## config.mk

```make
export PLATFORM = sky130hd
export DESIGN_NAME = change_dispenser
export DESIGN_NICKNAME = d
export VERILOG_FILES = /design/src/rtl/change_dispenser.sv
export SDC_FILE = /design/constraint.sdc
export NUM_CORES = 1
export LEC_CHECK = 0
export CAP_MARGIN = 30
export CORE_MARGIN = 5
export CORE_UTILIZATION = 45
export CTS_BUF_LIST = sky130_fd_sc_hd__clkbuf_8 sky130_fd_sc_hd__clkbuf_16
export DETAILED_ROUTE_END_ITERATION = 8
export PLACE_DENSITY = 0.69
export SYNTH_ARGS = -nofsm -noshare
export SYNTH_HDL_FRONTEND = slang
export SYNTH_SLANG_ARGS = --single-unit
```

## constraint.sdc

```tcl
create_clock -name clk -period 5 [get_ports clk]
set_input_delay 0.5 -clock clk [delete_from_list [all_inputs] [get_ports clk]]
set_output_delay 0.5 -clock clk [all_outputs]
set_load 0.02 [all_outputs]
```

## src/rtl/change_dispenser.sv

```systemverilog
// change_dispenser
// Pays out a requested amount of change from five coin tubes. The coin is
// chosen greedily: the highest-value coin that still fits and whose tube is
// both present and not yet found jammed in this transaction.
// A tube that never acknowledges within TIMEOUT cycles is masked off for the
// rest of the transaction and selection is retried with the other tubes.
//
// Ports
//   clk         system clock, rising edge
//   reset       asynchronous, active-low reset
//   start       one-cycle pay request, honoured in IDLE only
//   amount      cents to pay (0..125), sampled with start
//   coin_avail  tube-not-empty flags {100c, 50c, 25c, 10c, 5c}
//   eject_ack   coin mechanism acknowledge
//   eject       one-hot eject request, same bit order as coin_avail
//   busy        transaction in progress
//   done        one-cycle pulse, full amount paid
//   error       one-cycle pulse, amount cannot be paid
//   remaining   cents still owed
//   coins_out   coins released this transaction, saturating at 15
//   fsm_state   current FSM state, for debug and checkers
//
// eject/eject_ack handshake: eject holds a one-hot request until eject_ack is
// sampled high (the coin is released) or TIMEOUT cycles pass without it.
// After a released coin the FSM waits in RELEASE for eject_ack to drop, so a
// single long acknowledge can never count as two coins.
module change_dispenser #(
   parameter int TIMEOUT = 15
) (
   input  logic       clk,
   input  logic       reset,
   input  logic       start,
   input  logic [6:0] amount,
   input  logic [4:0] coin_avail,
   input  logic       eject_ack,
   output logic [4:0] eject,
   output logic       busy,
   output logic       done,
   output logic       error,
   output logic [6:0] remaining,
   output logic [3:0] coins_out,
   output logic [2:0] fsm_state
);

   typedef enum logic [2:0] {
      IDLE    = 3'd0,
      SELECT  = 3'd1,
      EJECT   = 3'd2,
      RELEASE = 3'd3,
      DONE    = 3'd4,
      ERROR   = 3'd5
   } state_t;

   // The counter only has to reach TIMEOUT-1: it is cleared on entry to EJECT,
   // so the request is visible for exactly TIMEOUT cycles.
   localparam int CW = (TIMEOUT > 1) ? $clog2(TIMEOUT) : 1;
   localparam logic [CW-1:0] CNT_LAST = CW'(TIMEOUT - 1);

   state_t        state, state_n;
   logic [4:0]    eject_n;
   logic          busy_n, done_n, error_n;
   logic [6:0]    remaining_n;
   logic [3:0]    coins_n;
   logic [4:0]    mask, mask_n;
   logic [CW-1:0] cnt, cnt_n;
   logic [4:0]    avail;
   logic [4:0]    pick;
   logic          pick_found;

   function automatic logic [6:0] value_at(input int idx);
      case (idx)
         0:       value_at = 7'd5;
         1:       value_at = 7'd10;
         2:       value_at = 7'd25;
         3:       value_at = 7'd50;
         4:       value_at = 7'd100;
         default: value_at = 7'd0;
      endcase
   endfunction

   function automatic logic [6:0] value_of(input logic [4:0] onehot);
      case (onehot)
         5'b00001: value_of = 7'd5;
         5'b00010: value_of = 7'd10;
         5'b00100: value_of = 7'd25;
         5'b01000: value_of = 7'd50;
         5'b10000: value_of = 7'd100;
         default:  value_of = 7'd0;
      endcase
   endfunction

   assign avail     = coin_avail & mask;
   assign fsm_state = state;

   // Greedy pick: scan from the dollar tube down, first fit wins.
   always_comb begin
      pick       = '0;
      pick_found = 1'b0;
      for (int i = 4; i >= 0; i--) begin
         if (!pick_found && avail[i] && (value_at(i) <= remaining)) begin
            pick_found = 1'b1;
            pick[i]    = 1'b1;
         end
      end
   end

   always_comb begin
      state_n     = state;
      eject_n     = eject;
      busy_n      = busy;
      done_n      = 1'b0;
      error_n     = 1'b0;
      remaining_n = remaining;
      coins_n     = coins_out;
      mask_n      = mask;
      cnt_n       = cnt;
      case (state)
         IDLE: begin
            if (start) begin
               remaining_n = amount;
               coins_n     = '0;
               mask_n      = '1;
               busy_n      = 1'b1;
               state_n     = SELECT;
            end
         end
         SELECT: begin
            if ((remaining % 7'd5) != 7'd0) begin
               error_n = 1'b1;
               busy_n  = 1'b0;
               state_n = ERROR;
            end else if (remaining == 7'd0) begin
               done_n  = 1'b1;
               busy_n  = 1'b0;
               state_n = DONE;
            end else if (pick_found) begin
               eject_n = pick;
               cnt_n   = '0;
               state_n = EJECT;
            end else begin
               error_n = 1'b1;
               busy_n  = 1'b0;
               state_n = ERROR;
            end
         end
         EJECT: begin
            if (eject_ack) begin
               // The selected coin never exceeds remaining, so no underflow.
               remaining_n = remaining - value_of(eject);
               coins_n     = (coins_out == 4'hF) ? coins_out : coins_out + 4'd1;
               eject_n     = '0;
               state_n     = RELEASE;
            end else if (cnt == CNT_LAST) begin
               mask_n  = mask & ~eject;
               eject_n = '0;
               state_n = SELECT;
            end else begin
               cnt_n = cnt + CW'(1);
            end
         end
         RELEASE: begin
            eject_n = '0;
            if (!eject_ack) state_n = SELECT;
         end
         DONE:    state_n = IDLE;
         ERROR:   state_n = IDLE;
         default: state_n = IDLE;
      endcase
   end

   always_ff @(posedge clk or negedge reset) begin
      if (!reset) begin
         state     <= IDLE;
         eject     <= '0;
         busy      <= 1'b0;
         done      <= 1'b0;
         error     <= 1'b0;
         remaining <= '0;
         coins_out <= '0;
         mask      <= '1;
         cnt       <= '0;
      end else begin
         state     <= state_n;
         eject     <= eject_n;
         busy      <= busy_n;
         done      <= done_n;
         error     <= error_n;
         remaining <= remaining_n;
         coins_out <= coins_n;
         mask      <= mask_n;
         cnt       <= cnt_n;
      end
   end

endmodule

```

* After elaboration in Yosys (flattened, before gate mapping)
Index checks and enable logic that the tools add are counted.
** Cells by class
- Div/mod/pow operators :: 1
- Multiplexer cells :: 55
- Add/sub/neg operators :: 3
- Equality and inequality tests :: 22
- Bitwise gates (word level) :: 3
- Reduce and logical (&&, ||, !) cells :: 27
- $lt $le $gt $ge :: 5
** Operators by type and width (number)
- 2-to-1 mux 5 bit :: 8
- one-hot mux 7 bit (5 select lines) :: 1
- 2-to-1 mux 4 bit :: 8
- 2-to-1 mux 7 bit :: 4
- 2-to-1 mux 3 bit :: 7
- 2-to-1 mux 1 bit :: 20
- != test 2 bit (second input constant) :: 10
- one-hot mux 4 bit (2 select lines) :: 2
- one-hot mux 5 bit (3 select lines) :: 1
- one-hot mux 7 bit (2 select lines) :: 1
- one-hot mux 3 bit (4 select lines) :: 1
- AND 5 bit :: 2
- one-hot mux 5 bit (2 select lines) :: 1
- logical AND 1 bit :: 9
- AND reduction 3 bit :: 3
- adder 4 x 1 -> 4 bit (second input constant) :: 2
- equality test 4 bit (second input constant) :: 2
- AND reduction 4 bit :: 2
- <= comparator 3 x 7 -> 1 bit (first input constant) :: 1
- <= comparator 4 x 7 -> 1 bit (first input constant) :: 1
- <= comparator 5 x 7 -> 1 bit (first input constant) :: 1
- <= comparator 6 x 7 -> 1 bit (first input constant) :: 1
- <= comparator 7 bit (first input constant) :: 1
- logical NOT 7 bit :: 1
- 20 further kinds :: 26
** Word-level totals
- Register bits after elaboration :: 31
- Word-level logic and storage cells :: 125

* Depth between registers and ports, before layout
Gate-level depths: netlist of the first run.
- Depth after elaboration :: 23
- Gate-level depth with buffers :: 12

* Worst setup path after synthesis of the first run
Ideal clock, no wire load.
- Kind :: register -> register
- From :: reg eject[0]
- To :: reg remaining[6]
- Setup slack :: 2.199 ns
- Stages on the path, launching flop included :: 12
- Library setup time :: 0.128 ns
- Arrival :: 2.673 ns
- Period minus slack after synthesis :: 2.801 ns
- Path buffers :: 1
- Cells stage by stage :: dfrtp_1 -> clkbuf_1 -> xnor2_1 -> or4_1 -> ha_1 -> nor2b_1 -> o21ai_0 -> a21boi_0 -> or4_1 -> nand3_1 -> mux2i_1 -> nand3_1
** Between the ends
- Cells in the longest elaborated chain, start to end :: 7
- Elaborated cells between the ends (all ways) :: 11
- Classes of those cells :: add/sub: 1; eq/ne: 5; mux: 5
** RTL lines
- from (decl) :: RTL line 36 : output logic [4:0] eject,
- from (signal assigned) :: RTL line 184 : eject <= eject_n;
- equality test 5 bit (tied with other cells) :: RTL line 82 : case (onehot)
- one-hot mux 7 bit (5 select lines) (*) :: RTL line 82
- 2-to-1 mux 7 bit (*) :: RTL line 147 : if (eject_ack) begin
- 2-to-1 mux 7 bit (*) :: RTL line 117 : case (state)
- subtractor 7 bit (*) :: RTL line 149 : remaining_n = remaining - value_of(eject);
- 2-to-1 mux 7 bit (*) :: RTL line 147
- one-hot mux 7 bit (2 select lines) (*) :: RTL line 117
- to (signal assigned) :: RTL line 188 : remaining <= remaining_n;
- to (decl) :: RTL line 40 : output logic [6:0] remaining,
Every way passes the cells marked *; elsewhere a longest branch is shown, timed or not. The select of a mux whose other input is x is not followed.
A chain may end at the register's enable or synchronous reset.

* Final worst setup path of the first run
- From :: reg eject[4]
- To :: reg remaining[6]
Same word-level chain as after synthesis.

==> out/results.md, run 1 <==
### STA
- **worst clock skew** 0.006150 ns
- **total count of hold-check failures in the final report** 0
- **post-route worst setup slack** 2.182 ns
- **setup repair after global routing missed its margin** no
- **post-layout minimum cycle time** 2.818 ns
- **post-route fraction of the period consumed by the critical path** 56.36%
- **achievable frequency** 354.9 MHz
- **pin slew with the least headroom to its limit** 0.8925 ns
- **relative max-transition margin** 40.50%
- **sum of negative setup slack** 0 ns
- **Finish-stage setup viols** 0
- **max-slew violation total from the final report** 0

### GRT
- **pin count of the biggest net entering global routing** 32
- **via count of the first global-routing pass** 2,078
- **wire length of the first global-routing pass** 10.14 mm
- **Congestion Overflow GR** 0
- **initial antenna violation count** 0
- **all-layer global routing usage** 19.79%

### Clocking
- **clock latency on the worst-skew pair** 0.29 ns
- **H-tree levels** 2
- **number of gates given a new drive strength after cts** 0
- **clock root cell** sky130_fd_sc_hd__clkbuf_8
- **setup repair bufs after CTS** 0
- **clock tree from TritonCTS** done
- **number of clock buffers inserted by TritonCTS** 5
- **clock slew seen by the registers of the worst setup and hold paths** 0.07 ns
- **Clock Tree Buf Depth** 2
- **hold-fix buffers at CTS** 0
- **Sink Count** 31

### Pwr
- **peak supply drop** 293.2 µV
- **static leakage** 1.120 nW
- **register share of total power** 27.1%
- **internal power consumption** 1.015 mW
- **Gate power share** 56.7%
- **switching share of power** 45.78%
- **clock group share of total power** 16.2%
- **power dissipated by switching net loads** 0.8570 mW
- **areal power density over the cells** 665.3 nW/µm²

### Synthesis
- **most used flip-flop cell after synthesis** sky130_fd_sc_hd__dfrtp_1
- **post-synthesis sequential area ratio** 34.15%
- **yosys warns** 0
- **Synthesized Nets** 298
- **number of synthesized flops with an enable pin** 0
- **post-synthesis instance area** 2290 µm²
- **leading area contributor after synthesis** sky130_fd_sc_hd__dfrtp_1
- **share of async-settable or async-resettable flops after synthesis** 100.0%
- **proportion of netlist area held by the largest area contributor** 28.42%
- **number of distinct library cells after synthesis** 54
- **leading cell types by total area after synthesis** sky130_fd_sc_hd__dfrtp_1, sky130_fd_sc_hd__dfstp_2, sky130_fd_sc_hd__ha_1
- **number of instances in the synthesized netlist** 272
- **synthesized flop and latch total** 31
- **mean post-synth cell area** 8.418 µm²

### Worst setup path
- **path type of the worst setup path** register to register
- **Worst Reg2Reg Path Length in Cells** 10
- **critical path capture point type** register
- **endpoint of the lowest-slack register-to-register path** remaining[6]$_DFFE_PN0P_
- **startpoint type of the worst setup path** register
- **largest fanout on the critical path** 10
- **required time at the worst-slack endpoint** 5.17 ns
- **Reg2Reg Launch Point** eject[4]$_DFFE_PN0P_
- **worst path arrival time** 2.98 ns
- **slack of the worst reg-to-reg path** 2.18 ns

### Layout
- **area added between synthesis and finish** 22.90%
- **most frequent cells in the layout** sky130_fd_sc_hd__clkdlybuf4s50_1, sky130_fd_sc_hd__dfrtp_1, sky130_fd_sc_hd__nand2_1, sky130_fd_sc_hd__nor2_1, sky130_fd_sc_hd__a21oi_1
- **fin nets** 326
- **share of final-layout standard cells stronger than drive strength 1** 6.645%
- **Ant. Diodes** 0
- **most common library cell in the layout ignoring fill and taps** sky130_fd_sc_hd__clkdlybuf4s50_1
- **total of fill cells in the finished design** 488

### Die
- **floorplan die height** 81.33 µm
- **Core Region** 5010 µm²
- **# IOs** 38
- **starting density of the core** 45.70%
- **horizontal extent of the die** 81.33 µm
- **die area** 6615 µm²
- **Std-Cell Rows** 26

### Placement
- **weighted congestion at the end of routability-driven global placement** 0.8678
- **sum of net half-perimeters after detailed placement** 4.287 mm
- **minimum setup slack after placement** 2.217 ns
- **number of buffers added on ports** 37

### Min path
- **endpoint with the worst hold slack** mask[0]$_DFFE_PN1P_
- **kind of path behind the tightest hold check** register to register
- **Worst Hold Path Cells** 1
- **launch point of the worst hold path** mask[0]$_DFFE_PN1P_

### Flow run
- **number of maximum-capacitance constraint violations** 0

### Routing
- **ratio of routed vias to standard cells** 5.704
- **DRC Markers** 0
- **total routed wirelength** 5.844 mm
- **routed wirelength normalized by instance count** 15.75 µm
- **DRC marker count from the first detailed-route iteration** 113
- **total via count in the routed design** 2,116
- **DR pass1 iterations** 4
- **post-route ant nets** 0

### Status
- **outcome** finished, final reports clean

-- through the flow --
step	power (mW)	hold slack, ns	cells	instance area, µm²	utilization, %
3_3_place_gp	1.552	0.4980	363	2678	53.45
5_1_grt	2.032	0.5196	371	2814	56.17
3_5_place_dp	1.564	0.5022	363	2678	53.45
4_1_cts	1.880	0.5118	371	2814	56.17
2_1_floorplan	1.257	0.2044	272	2290	-
6_report	1.872	0.5099	371	2814	56.17
-- flip-flops by register name, indices dropped and copies added (netlist names) --
register and cells:
error 1, mask 5, busy 1, remaining 7, cnt 4, coins_out 4, eject 5, done 1
fsm_state 3
-- area by class of cell --
cell class | count | area, µm² | area share, %
Clock buffer | 5 | 68.82 | 2.446
Clock inverter | 3 | 67.56 | 2.401
Inverter | 12 | 45.04 | 1.601
Multi-Input combinational cell | 212 | 1385 | 49.22
Sequential cell | 31 | 782.0 | 27.79
Tap cell | 70 | 87.58 | 3.112
Timing Repair Buffer | 38 | 377.9 | 13.43
-- how the worst max path moves through the flow --
stage	start	endpoint	slack (ns)	cells after the start
final	eject[4]$_DFFE_PN0P_	remaining[6]$_DFFE_PN0P_	2.18	10
after global routing	eject[4]$_DFFE_PN0P_	remaining[6]$_DFFE_PN0P_	1.91	10
after CTS	eject[0]$_DFFE_PN0P_	remaining[6]$_DFFE_PN0P_	2.18	10
after detailed placement	eject[4]$_DFFE_PN0P_	remaining[6]$_DFFE_PN0P_	2.22	10
after global placement	eject[3]$_DFFE_PN0P_	remaining[6]$_DFFE_PN0P_	2.29	9
after floorplan	eject[0]$_DFFE_PN0P_	remaining[6]$_DFFE_PN0P_	2.20	11
-- metal layers --
layer  up-vias  track usage [%]  part of all wire (%)
li1       1044                -                     -
met1      1016            26.88                    45
met2        48            32.33                    49
met3         8            3.548                   4.4
met4         0            5.236                   1.2
met5         -                0                     0
-- power groups by stage --
stage / Clock, mW / Sequential, mW / Combinational (mW)
floorplan: 0 / 0.469 / 0.788
global placement: 0 / 0.504 / 1.05
detailed placement: 0 / 0.508 / 1.06
CTS: 0.304 / 0.506 / 1.07
global route: 0.317 / 0.533 / 1.18
finish: 0.303 / 0.507 / 1.06
-- critical path: stages (launching register included) --
cell                       delay, ns
sky130_fd_sc_hd__dfrtp_1        0.50
sky130_fd_sc_hd__xnor2_1        0.17
sky130_fd_sc_hd__or4_1          0.40
sky130_fd_sc_hd__ha_1           0.32
sky130_fd_sc_hd__nor2b_1        0.15
sky130_fd_sc_hd__o21ai_0        0.19
sky130_fd_sc_hd__a21boi_0       0.17
sky130_fd_sc_hd__or4_1          0.42
sky130_fd_sc_hd__nand3_1        0.11
sky130_fd_sc_hd__mux2i_1        0.18
sky130_fd_sc_hd__nand3_1        0.08
-- cells in the mapped netlist (2+ instances only) --
master,count
sky130_fd_sc_hd__o32ai_1,2
sky130_fd_sc_hd__a211oi_1,4
sky130_fd_sc_hd__nand2_1,21
sky130_fd_sc_hd__or2_1,2
sky130_fd_sc_hd__and3_1,2
sky130_fd_sc_hd__o211ai_1,2
sky130_fd_sc_hd__clkbuf_1,10
sky130_fd_sc_hd__or3_1,2
sky130_fd_sc_hd__nor4_1,3
sky130_fd_sc_hd__o21bai_1,2
sky130_fd_sc_hd__nor3b_1,2
sky130_fd_sc_hd__nand2b_1,5
sky130_fd_sc_hd__nand4_1,4
sky130_fd_sc_hd__nor2_1,19
sky130_fd_sc_hd__buf_4,2
sky130_fd_sc_hd__mux2i_1,2
sky130_fd_sc_hd__nor3_1,14
sky130_fd_sc_hd__nor2b_1,9
sky130_fd_sc_hd__o22ai_1,7
sky130_fd_sc_hd__mux2_1,2
sky130_fd_sc_hd__nand3_1,11
sky130_fd_sc_hd__o21ai_0,13
sky130_fd_sc_hd__a21oi_1,19
sky130_fd_sc_hd__dfstp_2,5
sky130_fd_sc_hd__and4_1,2
sky130_fd_sc_hd__xnor2_1,9
sky130_fd_sc_hd__o2bb2ai_1,2
sky130_fd_sc_hd__inv_1,12
sky130_fd_sc_hd__a21o_1,8
sky130_fd_sc_hd__a22o_1,2
sky130_fd_sc_hd__and2_1,6
sky130_fd_sc_hd__dfrtp_1,26
sky130_fd_sc_hd__a31oi_1,3
sky130_fd_sc_hd__or4_1,6
sky130_fd_sc_hd__buf_2,5
sky130_fd_sc_hd__ha_1,9
-- logic make-up after synthesis --
logic type	count (synthesis)	synth area share, %
fa+ha+maj	10	5.792
mux	4	1.858
flops	31	34.15
compound gates	72	21.20
xor+xnor	11	4.536
simple gates	115	27.10
buf+inv	29	5.355
Note: power is estimated with default switching activity, not from simulation.
==> run 2, diff against run 1 <==
==> constraint.sdc (replaced) <==
create_clock -name clk -period 2.8 [get_ports clk]
set_input_delay 0.28 -clock clk [delete_from_list [all_inputs] [get_ports clk]]
set_output_delay 0.28 -clock clk [all_outputs]
set_load 0.02 [all_outputs]
==> run 2 against run 1 <==
Compared with the run above: maximum frequency increased by 8.0%; non-clock buffer count up 15; cell count increased by 4.0%; global-route usage grew 0.43 points; power is 79% higher; routed wire length is 2.4% higher; die area stayed put; cell area is 2.5% higher; critical path depth did not move; critical path type unchanged.
==> out/results.md, run 2 (synthesis results as in run 1) <==
### Status
- **outcome** finished, final reports clean

### Placement
- **sum of net half-perimeters after detailed placement** 4.537 mm
- **area post-placement** 2790 µm²
- **weighted congestion at the end of routability-driven global placement** 0.8855
- **number of buffers added on ports** 37
- **dpl cells** 378
- **minimum setup slack after placement** 0.1579 ns

### STA
- **achievable frequency** 383.3 MHz
- **relative max-transition margin** 37.96%
- **post-layout minimum cycle time** 2.609 ns
- **sum of negative setup slack** 0 ns
- **worst clock skew** 0.007233 ns
- **Finish-stage setup viols** 0
- **post-route worst setup slack** 0.1914 ns
- **post-route fraction of the period consumed by the critical path** 93.17%
- **setup repair after global routing missed its margin** no
- **pin slew with the least headroom to its limit** 0.9306 ns
- **max-slew violation total from the final report** 0
- **Min Hold Slack** 0.3852 ns
- **total count of hold-check failures in the final report** 0

### Worst setup path
- **Worst Reg2Reg Path Length in Cells** 10
- **critical path capture point type** register
- **startpoint type of the worst setup path** register
- **worst path arrival time** 2.78 ns
- **endpoint of the lowest-slack register-to-register path** remaining[6]$_DFFE_PN0P_
- **required time at the worst-slack endpoint** 2.97 ns
- **slack of the worst reg-to-reg path** 0.19 ns
- **largest fanout on the critical path** 8
- **last element of the critical path** remaining[6]$_DFFE_PN0P_
- **startpoint of the worst setup timing path** eject[2]$_DFFE_PN0P_
- **path type of the worst setup path** register to register
- **Reg2Reg Launch Point** eject[2]$_DFFE_PN0P_

### Layout
- **share of final-layout standard cells stronger than drive strength 1** 11.39%
- **fraction of the core area covered by cells at the end of the flow** 57.57%
- **final instance area** 2884 µm²
- **final std cells w/o fill** 386
- **most common library cell in the layout ignoring fill and taps** sky130_fd_sc_hd__clkdlybuf4s50_1
- **flip-flop count of the largest register after layout** 7
- **most frequent cells in the layout** sky130_fd_sc_hd__clkdlybuf4s50_1, sky130_fd_sc_hd__dfrtp_1, sky130_fd_sc_hd__nand2_1, sky130_fd_sc_hd__nor2_1, sky130_fd_sc_hd__a21oi_1
- **Top Registers** remaining x7, eject x5, mask x5
- **fin nets** 341
- **top register by number of flip-flops** remaining
- **Ant. Diodes** 0
- **area added between synthesis and finish** 25.96%

### Flow run
- **number of maximum-capacitance constraint violations** 0

### Routing
- **post-route ant nets** 0
- **DRC Markers** 0
- **total via count in the routed design** 2,236
- **ratio of routed vias to standard cells** 5.793
- **DRC marker count from the first detailed-route iteration** 142
- **DR pass1 iterations** 4
- **total routed wirelength** 5.984 mm
- **routed wirelength normalized by instance count** 15.50 µm

### Clocking
- **clock root cell** sky130_fd_sc_hd__clkbuf_8
- **number of gates given a new drive strength after cts** 0
- **H-tree levels** 2
- **clock latency on the worst-skew pair** 0.29 ns
- **clock tree from TritonCTS** done
- **setup repair bufs after CTS** 0
- **hold-fix buffers at CTS** 0
- **clock slew seen by the registers of the worst setup and hold paths** 0.07 ns
- **Clock Tree Buf Depth** 2
- **Sink Count** 31
- **number of clock buffers inserted by TritonCTS** 5

### Die
- **horizontal extent of the die** 81.33 µm
- **starting density of the core** 45.70%
- **Core Region** 5010 µm²
- **die area** 6615 µm²
- **# IOs** 38
- **Std-Cell Rows** 26
- **floorplan die height** 81.33 µm

### GRT
- **pin count of the biggest net entering global routing** 32
- **via count of the first global-routing pass** 2,158
- **Congestion Overflow GR** 0
- **wire length of the first global-routing pass** 10.43 mm
- **initial antenna violation count** 0
- **all-layer global routing usage** 20.23%

### Pwr
- **final total power** 3.349 mW
- **static leakage** 1.181 nW
- **areal power density over the cells** 1161 nW/µm²
- **peak supply drop** 631.7 µV

### Min path
- **kind of path behind the tightest hold check** input pin to async pin

run 2: cell types whose count changed in the layout (fill, tap and decap cells not counted), sizes merged:
cell	previous run	this run
buf	1	16
bufinv	2	0
clkbuf	5	6
clkinv	0	1
clkinvlp	1	0
inv	12	13
run 2: worst max-delay path, cell delays in order (launching register included):
cell	delay, ns
sky130_fd_sc_hd__dfrtp_2	0.45
sky130_fd_sc_hd__buf_4	0.16
sky130_fd_sc_hd__xnor2_1	0.11
sky130_fd_sc_hd__or4_1	0.44
sky130_fd_sc_hd__ha_1	0.35
sky130_fd_sc_hd__o21ai_1	0.12
sky130_fd_sc_hd__a21boi_1	0.10
sky130_fd_sc_hd__or4_1	0.40
sky130_fd_sc_hd__nand3_1	0.11
sky130_fd_sc_hd__mux2i_1	0.18
sky130_fd_sc_hd__nand3_1	0.08
run 2: how the worst min path moves through the flow:
| stage | to | startpoint |
|---|---|---|
| after global routing | busy$_DFFE_PN0P_ | reset |
| after global placement | mask[0]$_DFFE_PN1P_ | mask[0]$_DFFE_PN1P_ |
| after CTS | coins_out[1]$_DFFE_PN0P_ | reset |
| final | fsm_state[2]$_DFFE_PN0P_ | reset |
| after floorplan | busy$_DFFE_PN0P_ | reset |
| after detailed placement | mask[0]$_DFFE_PN1P_ | mask[0]$_DFFE_PN1P_ |
run 2: power by group:
part / leakage (nW) / switching, mW / internal, mW
combinational: 0.742 / 1.15 / 1.01
sequential: 0.387 / 0.241 / 0.574
clock: 0.0524 / 0.172 / 0.195
run 2: layer usage:
metal | share of wire [%] | global-route usage [%]
met5 | 0 | 0
met4 | 2.8 | 7.770
met3 | 4.8 | 3.326
met2 | 48 | 32.74
met1 | 44 | 26.92
run 2: final cells by class:
cell class	count	area, µm²
well taps	70	87.58
clock buffers	6	82.58
multi-input cells	212	1385
repair buffers	53	490.5
inverters	12	45.04
fillers	496	2126
flip-flops and latches	31	784.5
clock inverters	2	8.758
==> run 3, diff against run 2 <==
--- a/config.mk
+++ b/config.mk
@@ -5,10 +5,8 @@
 export SDC_FILE = /design/constraint.sdc
 export NUM_CORES = 1
 export LEC_CHECK = 0
-export CAP_MARGIN = 30
 export CORE_MARGIN = 5
 export CORE_UTILIZATION = 45
-export CTS_BUF_LIST = sky130_fd_sc_hd__clkbuf_8 sky130_fd_sc_hd__clkbuf_16
 export DETAILED_ROUTE_END_ITERATION = 8
 export PLACE_DENSITY = 0.69
 export SYNTH_ARGS = -nofsm -noshare
==> run 3 against run 2 <==
Compared with the run above: core utilization unchanged; highest routed layer unchanged; clock skew about the same; routed wire length about the same; maximum frequency unchanged; largest power group unchanged; register-to-register slack about the same; critical endpoint unchanged.
==> out/results.md, run 3 (synthesis results as in run 1) <==
### Worst setup path
- **CP delay by family, top** simple AND/OR/NAND/NOR gates
- **largest fanout on the critical path** 8
- **Reg2Reg Launch Point** eject[2]$_DFFE_PN0P_
- **worst path arrival time** 2.78 ns
- **critical path capture point type** register
- **Worst Path Buf+Inv** 1
- **startpoint type of the worst setup path** register
- **path type of the worst setup path** register to register
- **Worst Reg2Reg Path Length in Cells** 10
- **required time at the worst-slack endpoint** 2.97 ns
- **CP max-delay cell** sky130_fd_sc_hd__dfrtp_2
- **cell chain of the critical path** buf_4 > xnor2_1 > or4_1 > ha_1 > o21ai_1 > a21boi_1 > or4_1 > nand3_1 > mux2i_1 > nand3_1
- **endpoint of the lowest-slack register-to-register path** remaining[6]$_DFFE_PN0P_
- **slack of the worst reg-to-reg path** 0.19 ns
- **Crit path largest cell delay** 0.45 ns

### STA
- **total count of hold-check failures in the final report** 0
- **setup repair after global routing missed its margin** no
- **sum of negative setup slack** 0 ns
- **post-layout minimum cycle time** 2.609 ns
- **achievable frequency** 383.3 MHz
- **max-slew violation total from the final report** 0
- **pin slew with the least headroom to its limit** 0.9306 ns
- **post-route fraction of the period consumed by the critical path** 93.17%
- **relative max-transition margin** 37.96%
- **Finish-stage setup viols** 0
- **worst clock skew** 0.007023 ns

### Routing
- **total via count in the routed design** 2,236
- **DRC Markers** 0
- **post-route ant nets** 0
- **routed wirelength normalized by instance count** 15.51 µm
- **total routed wirelength** 5.985 mm
- **ratio of routed vias to standard cells** 5.793
- **DRC marker count from the first detailed-route iteration** 142
- **DR pass1 iterations** 4

### Placement
- **number of buffers added on ports** 37
- **sum of net half-perimeters after detailed placement** 4.537 mm
- **weighted congestion at the end of routability-driven global placement** 0.8855

### Pwr
- **clock group share of total power** 11.0%
- **peak supply drop** 631.7 µV
- **internal power consumption** 1.787 mW
- **areal power density over the cells** 1163 nW/µm²
- **power dissipated by switching net loads** 1.566 mW
- **register share of total power** 24.3%
- **Gate power share** 64.7%
- **switching share of power** 46.70%
- **static leakage** 1.177 nW

### Layout
- **most frequent cells in the layout** sky130_fd_sc_hd__clkdlybuf4s50_1, sky130_fd_sc_hd__dfrtp_1, sky130_fd_sc_hd__nand2_1, sky130_fd_sc_hd__nor2_1, sky130_fd_sc_hd__a21oi_1
- **fin nets** 341
- **fraction of the core area covered by cells at the end of the flow** 57.57%
- **most common library cell in the layout ignoring fill and taps** sky130_fd_sc_hd__clkdlybuf4s50_1
- **top register by number of flip-flops** remaining
- **Ant. Diodes** 0
- **Top Registers** remaining x7, eject x5, mask x5
- **share of final-layout standard cells stronger than drive strength 1** 11.39%
- **flip-flop count of the largest register after layout** 7
- **area added between synthesis and finish** 25.96%

### Clocking
- **clock slew seen by the registers of the worst setup and hold paths** 0.07 ns
- **Clock Tree Buf Depth** 2
- **clock latency on the worst-skew pair** 0.29 ns
- **Sink Count** 31
- **clock tree from TritonCTS** done
- **number of clock buffers inserted by TritonCTS** 5
- **hold-fix buffers at CTS** 0
- **clock root cell** sky130_fd_sc_hd__clkbuf_8
- **H-tree levels** 2

### GRT
- **wire length of the first global-routing pass** 10.43 mm
- **via count of the first global-routing pass** 2,158
- **pin count of the biggest net entering global routing** 32
- **all-layer global routing usage** 20.23%
- **initial antenna violation count** 0
- **Congestion Overflow GR** 0

### Die
- **starting density of the core** 45.70%
- **floorplan die height** 81.33 µm
- **Core Region** 5010 µm²
- **horizontal extent of the die** 81.33 µm
- **# IOs** 38
- **die area** 6615 µm²
- **Std-Cell Rows** 26

### Min path
- **kind of path behind the tightest hold check** input pin to async pin

### Flow run
- **number of maximum-capacitance constraint violations** 0

### Status
- **outcome** finished, final reports clean

[run 3: cell types whose count changed in the layout (fill, tap and decap cells not counted), sizes merged]
cell and change:
clkbuf +1, inv -1
[run 3: worst max path at each step]
stage / from / endpoint / slack (ns) / cells after the start
global route: eject[0]$_DFFE_PN0P_ / remaining[6]$_DFFE_PN0P_ / 0.01 / 10
global placement: eject[0]$_DFFE_PN0P_ / remaining[6]$_DFFE_PN0P_ / 0.19 / 10
detailed placement: eject[0]$_DFFE_PN0P_ / remaining[6]$_DFFE_PN0P_ / 0.16 / 10
finish: eject[2]$_DFFE_PN0P_ / remaining[6]$_DFFE_PN0P_ / 0.19 / 10
CTS: eject[0]$_DFFE_PN0P_ / remaining[6]$_DFFE_PN0P_ / 0.12 / 10
floorplan: eject[4]$_DFFE_PN0P_ / remaining[6]$_DFFE_PN0P_ / 0.01 / 11
[run 3: final cells by class]
| cell class | instances | area (µm²) |
|---|---|---|
| clock buffer | 7 | 86.33 |
| clock inverter | 1 | 5.005 |
| fill | 496 | 2126 |
| inverter | 12 | 45.04 |
| multi-input combinational | 212 | 1385 |
| sequential | 31 | 784.5 |
| tap | 70 | 87.58 |
| timing repair buffer | 53 | 490.5 |
[run 3: power groups by stage]
| stage | clock network, mW | registers [mW] | logic, mW |
|---|---|---|---|
| 6_report | 0.370 | 0.815 | 2.17 |
| 5_1_grt | 0.391 | 0.853 | 2.41 |
| 4_1_cts | 0.378 | 0.813 | 2.16 |
| 3_5_place_dp | 0 | 0.821 | 2.14 |
| 3_3_place_gp | 0 | 0.817 | 2.11 |
| 2_1_floorplan | 0 | 0.837 | 1.41 |
[run 3: timing repair]
item | in CTS | in global routing
buffers inserted | 0 | 0
endpoints found under the hold margin | 0 | 0
endpoints found under the setup margin | 0 | 1
resized for setup | 0 | 4
[run 3: layer usage]
layer	up-vias	GRT usage (%)	share of wire, %
li1	1071	-	-
met1	1070	26.92	44
met2	76	32.74	48
met3	19	3.326	4.8
met4	0	7.770	2.8
met5	-	0	0
[run 3: worst register-to-register path, stage by stage (launching register included)]
cell and delay (ns):
sky130_fd_sc_hd__dfrtp_2 0.45, sky130_fd_sc_hd__buf_4 0.17, sky130_fd_sc_hd__xnor2_1 0.11, sky130_fd_sc_hd__or4_1 0.44, sky130_fd_sc_hd__ha_1 0.35, sky130_fd_sc_hd__o21ai_1 0.12, sky130_fd_sc_hd__a21boi_1 0.10, sky130_fd_sc_hd__or4_1 0.40
sky130_fd_sc_hd__nand3_1 0.11, sky130_fd_sc_hd__mux2i_1 0.18, sky130_fd_sc_hd__nand3_1 0.08
[run 3: through the flow]
stage	instances	total power [mW]	area (µm²)	setup WS, ns	hold slack, ns
5_1_grt	386	3.656	2884	0.01270	0.4392
2_1_floorplan	272	2.245	2291	0.01050	-0.01559
3_5_place_dp	378	2.966	2790	0.1579	0.5025
6_report	386	3.353	2884	0.1914	0.3852
3_3_place_gp	378	2.924	2790	0.1935	0.4980
4_1_cts	386	3.355	2882	0.1174	0.3937
